## config.mk

```make
export PLATFORM = sky130hd
export DESIGN_NAME = fetch_pc_unit
export DESIGN_NICKNAME = d
export VERILOG_FILES = /design/src/rtl/mips_pkg.sv /design/src/rtl/pc_next_calc.sv /design/src/rtl/fetch_pc_unit.sv
export SDC_FILE = /design/constraint.sdc
export NUM_CORES = 1
export LEC_CHECK = 0
export CELL_PAD_IN_SITES_DETAIL_PLACEMENT = 1
export CELL_PAD_IN_SITES_GLOBAL_PLACEMENT = 2
export CORE_MARGIN = 4
export CORE_UTILIZATION = 30
export DETAILED_ROUTE_END_ITERATION = 10
export GPL_TIMING_DRIVEN = 0
export HOLD_SLACK_MARGIN = 0.15
export PLACE_DENSITY = 0.84
export SLEW_MARGIN = 20
export SYNTH_ARGS = -nofsm -noshare
export SYNTH_HDL_FRONTEND = slang
export SYNTH_SLANG_ARGS = --single-unit
```

## constraint.sdc

```tcl
create_clock -name clk -period 5.5 [get_ports clk]
set_clock_uncertainty 0.15 [all_clocks]
set_input_delay 1.1 -clock clk [delete_from_list [all_inputs] [get_ports clk]]
set_output_delay 1.1 -clock clk [all_outputs]
set_load 0.05 [all_outputs]
```

## src/rtl/mips_pkg.sv

```systemverilog
// Shared encodings for the fetch/PC stage and control_unit.
package mips_pkg;

    localparam logic [2:0] PC_SEQ    = 3'b000;
    localparam logic [2:0] PC_JUMP   = 3'b001;
    localparam logic [2:0] PC_JR     = 3'b010;
    localparam logic [2:0] PC_BRANCH = 3'b011;

    localparam logic [31:0] MIPS_NOP = 32'h0000_0000;

    typedef enum logic [1:0] {
        S_RESET = 2'b00,
        S_FETCH = 2'b01,
        S_EXEC  = 2'b10,
        S_ERROR = 2'b11
    } state_t;

endpackage

```

## src/rtl/pc_next_calc.sv

```systemverilog
// Next-PC selection: sequential, jump, register jump and branch targets.
module pc_next_calc
    import mips_pkg::*;
(
    input  logic [31:0] pc,
    input  logic [2:0]  pc_control,
    input  logic [25:0] jump_addr,
    input  logic [15:0] branch_imm,
    input  logic [31:0] jr_target,
    output logic [31:0] next_pc,
    output logic        misalign
);

    logic [31:0] pc_plus4;
    logic [31:0] br_off;

    assign pc_plus4 = pc + 32'd4;
    assign br_off   = {{14{branch_imm[15]}}, branch_imm, 2'b00};

    // Reserved 1xx encodings fall through to sequential.
    always_comb begin
        next_pc  = pc_plus4;
        misalign = 1'b0;
        case (pc_control)
            PC_JUMP:   next_pc = {pc_plus4[31:28], jump_addr, 2'b00};
            PC_JR: begin
                next_pc  = jr_target;
                misalign = (jr_target[1:0] != 2'b00);
            end
            PC_BRANCH: next_pc = pc_plus4 + br_off;
            default:   next_pc = pc_plus4;
        endcase
    end

endmodule

```

## src/rtl/fetch_pc_unit.sv

```systemverilog
// Multi-cycle PC and instruction-fetch stage: fetch over req/ack,
// hold the instruction for one execute cycle, then advance the PC.
module fetch_pc_unit
    import mips_pkg::*;
#(
    parameter logic [31:0] RESET_PC = 32'h0000_0000,
    parameter int unsigned TIMEOUT  = 16
) (
    input  logic        clk,
    input  logic        rst,
    input  logic [2:0]  pc_control,
    input  logic [25:0] jump_addr,
    input  logic [15:0] branch_imm,
    input  logic [31:0] jr_target,
    input  logic        stall,
    output logic        imem_req,
    output logic [31:0] imem_addr,
    input  logic        imem_ack,
    input  logic [31:0] imem_rdata,
    output logic [31:0] instruction,
    output logic        instr_valid,
    output logic [31:0] pc,
    output logic [31:0] pc_plus4,
    output logic        fetch_error
);

    state_t      state_q, state_d;
    logic [31:0] pc_q, pc_d;
    logic [31:0] instr_q, instr_d;
    logic [31:0] cnt_q, cnt_d;
    logic        err_q, err_d;
    logic [31:0] next_pc;
    logic        misalign;

    pc_next_calc u_next (
        .pc         (pc_q),
        .pc_control (pc_control),
        .jump_addr  (jump_addr),
        .branch_imm (branch_imm),
        .jr_target  (jr_target),
        .next_pc    (next_pc),
        .misalign   (misalign)
    );

    always_ff @(posedge clk or posedge rst) begin
        if (rst) begin
            state_q <= S_RESET;
            pc_q    <= RESET_PC;
            instr_q <= MIPS_NOP;
            cnt_q   <= 32'd0;
            err_q   <= 1'b0;
        end else begin
            state_q <= state_d;
            pc_q    <= pc_d;
            instr_q <= instr_d;
            cnt_q   <= cnt_d;
            err_q   <= err_d;
        end
    end

    always_comb begin
        state_d = state_q;
        pc_d    = pc_q;
        instr_d = instr_q;
        cnt_d   = cnt_q;
        err_d   = err_q;
        case (state_q)
            S_RESET: begin
                state_d = S_FETCH;
                cnt_d   = 32'd0;
            end
            S_FETCH: begin
                if (imem_ack) begin
                    instr_d = imem_rdata;
                    cnt_d   = 32'd0;
                    state_d = S_EXEC;
                end else if (TIMEOUT != 0 &&
                             cnt_q + 32'd1 == TIMEOUT) begin
                    err_d   = 1'b1;
                    state_d = S_ERROR;
                end else begin
                    cnt_d = cnt_q + 32'd1;
                end
            end
            S_EXEC: begin
                // pc_control only matters on the edge that leaves EXEC.
                if (!stall) begin
                    if (misalign) begin
                        err_d   = 1'b1;
                        state_d = S_ERROR;
                    end else begin
                        pc_d    = next_pc;
                        cnt_d   = 32'd0;
                        state_d = S_FETCH;
                    end
                end
            end
            S_ERROR: state_d = S_ERROR;
            default: state_d = S_ERROR;
        endcase
    end

    assign imem_req    = (state_q == S_FETCH);
    assign imem_addr   = pc_q;
    assign instr_valid = (state_q == S_EXEC);
    assign instruction = instr_valid ? instr_q : MIPS_NOP;
    assign pc          = pc_q;
    assign pc_plus4    = pc_q + 32'd4;
    assign fetch_error = err_q;

endmodule

```

==> metrics <==
worst-margin pin slew=0.967 ns; Chip Height=178 um; final hold viol count=0; layout cells sized above 1=between 10 and 15%; cell total after placement=1671; Syn Nets=1202; RSZ-0062 raised after global routing=false; Routed Antenna Nets=0; Internal=1.16 mW; starting density of the core=30.8%; vias in the first global route=9788; top routing layer in use=met5; Leakage=5.05 nW; Max Transition Viols Final=0; kind of critical path=reg -> out; Slew HR=35.4%; register area share after synthesis=between 20 and 30%; met3 wire len=2010 um; Area contributors post-synth=dfrtp_1 (29%), ha_1 (5.5%), mux2_2 (4.5%); core outline area=28200 sq um; GPL Wtd Cong=0.934; Nets=~1.5k; Final Non-Filler Cells=approximately 1.7k; Reg clk slew, reported paths=0.08 ns; Synth top area share=28.6%; # hold bufs at CTS=0; Ys Warns=0; Post-synth EDFFs=0; vias post-DR=a little over 9k; vias per inst=between 5 and 6; DRC=0; crit start category=flop; part of the power in combinational logic=13.6%; Syn Std Cell Area=8680 sq um; hold depth=2; H-Tree Level Count=3; Sequential Power Share=between 40 and 50%; DR WL/cell=21.4 um; CTS-repair resized insts=0; global-route wire length before repair=56300 um; Worst-Skew Late Latency=0.36 ns; Clock power frac=41.7%; crit-path max FO=8; Yosys reg bits=99; Die ar.=31700 sq um; DR iter-0 viols=451; max_cap viols=0; Sw Ratio=28.6%; Setup Buffers After CTS=0; Final min period=5.21 ns; P_sw=around 0.47 mW; Mapped Avg Cell Area=8.26 sq um; M1 WL=15500 um; Setup TNS=0 ns; CTS tree=built; PD cells=137 nW/um^2; final setup violation count=0; Die Width=~180 um; root buf cell=clkbuf_16; Distinct cells, synth=80; Worst Reg2Reg Path Length in Cells=14; Area Overhead vs Synth=37.4%; Critical Path RT=4.25 ns; gr ovfl total=0; Buffers on Ports=242; commonest cells in the netlist=dfrtp_1 (99), nor2_1 (86), nand2_1 (81); dominant synthesized flop cell=dfrtp_1; maximum vdd drop=0.000138 V; Clock Sinks=99; DRT Pass-1 Iters=5; Mapped Cells=~1.1k; Fillers=3390; GRT Resource Usage Total=22.6%; largest net degree at the start of global routing=59; FP Rows=between 60 and 70; # IOs=between 200 and 250; largest buffer count on any clock path=2; status=complete, no violations; crit path DAT=3.96 ns; CTS buffer count=9; CP Capture Type=output port; Synth area leader=dfrtp_1; Routed WL=36200 um; Post-synth ARST share=100%; Met2 Wirelength=18000 um; worst min-delay path class=reg -> reg; Highest Clock Rate=between 150 and 200 MHz; most frequent cell after synthesis=dfrtp_1; Final Cycle Share=94.7%; DP HPWL=28200 um; initial antenna violation count=7
stage by stage:
step	instance area (sq um)	hold slack (ns)	setup slack, ns	utilization, %	power (mW)
floorplan	8680	0.321	0.673	-	0.834
global placement	11600	0.305	-0.359	41.1	0.958
detailed placement	11600	0.314	0.262	41.2	0.963
CTS	11900	0.336	0.0436	42.3	1.64
global route	11900	0.363	0.0450	42.3	1.69
finish	11900	0.335	0.292	42.3	1.63
power by group through the flow:
stage	registers, mW	logic, mW	clock network (mW)
floorplan	0.743	0.0917	0
global placement	0.743	0.215	0
detailed placement	0.743	0.221	0
CTS	0.728	0.222	0.695
global route	0.728	0.241	0.724
finish	0.728	0.221	0.679
cell type report:
type / instances / area, sq um / share of cell area [%]
diodes: 5 / 12.5 / 0.105
plain buffers: 91 / 513 / 4.30
clock buffers: 9 / 225 / 1.89
clock inverters: 7 / 73.8 / 0.619
inverters: 42 / 163 / 1.36
multi-input cells: 818 / 5530 / 46.4
flip-flops and latches: 99 / 2480 / 20.8
well taps: 378 / 473 / 3.97
repair buffers: 243 / 2450 / 20.6
path summary, 6_finish.rpt:
check                                   from             to  slack [ns]
worst max-delay path            imem_addr[4]   pc_plus4[25]        0.29
worst max register to register  imem_addr[4]  imem_addr[27]        0.69
min in group asynchronous                rst    instr_q[24]        0.96
worst min register to register   fetch_error    fetch_error        0.34
worst min-delay path             fetch_error    fetch_error        0.34
max in group asynchronous                rst  imem_addr[19]        3.57
cell usage in the layout (no fill, tap or decap), types with 24 or more instances in the layout:
cell and instances:
and3_1 25, a21oi_1 63, nor3_1 25, dfrtp_1 99, inv_1 41, nor2_1 86, mux2_2 35, nand3_1 40
nand2_1 81, a31oi_1 24, clkdlybuf4s50_1 242, clkbuf_1 41, buf_4 35, ha_1 38, and2_1 42, o21ai_0 64
cell families (layout without fill, tap and decap cells):
group | count (synthesis) | in the layout | synth area share (%)
AOI/OAI and AO/OA | 290 | 290 | 23.5
xor gates and xnor gates | 43 | 43 | 4.34
adders and majority gates | 39 | 39 | 5.71
buffers and inverters | 133 | 392 | 7.73
DFF | 99 | 99 | 28.6
muxes | 47 | 47 | 5.93
other | 0 | 5 | 0
and+or+nand+nor | 399 | 399 | 24.3
registers in the layout, indices dropped and copies added, names as in the netlist:
signal	count
fetch_error	1
imem_addr	32
instr_q	32
cnt_q	32
state_q	2
critical path, cell delays in order (launching register included):
cell and delay [ns]:
dfrtp_1 0.39, clkbuf_1 0.30, and4_1 0.33, nand4_1 0.24
nor3_1 0.66, and3_1 0.26, xor2_1 0.48, clkdlybuf4s50_1 0.93
metal layers:
metal / up-vias / GRT usage, %
met5: - / 0
li1: 4354 / -
met3: 47 / 4.09
met4: 4 / 5.93
met1: 4523 / 28.6
met2: 257 / 39.7
Note: power is estimated with default switching activity, not from simulation.
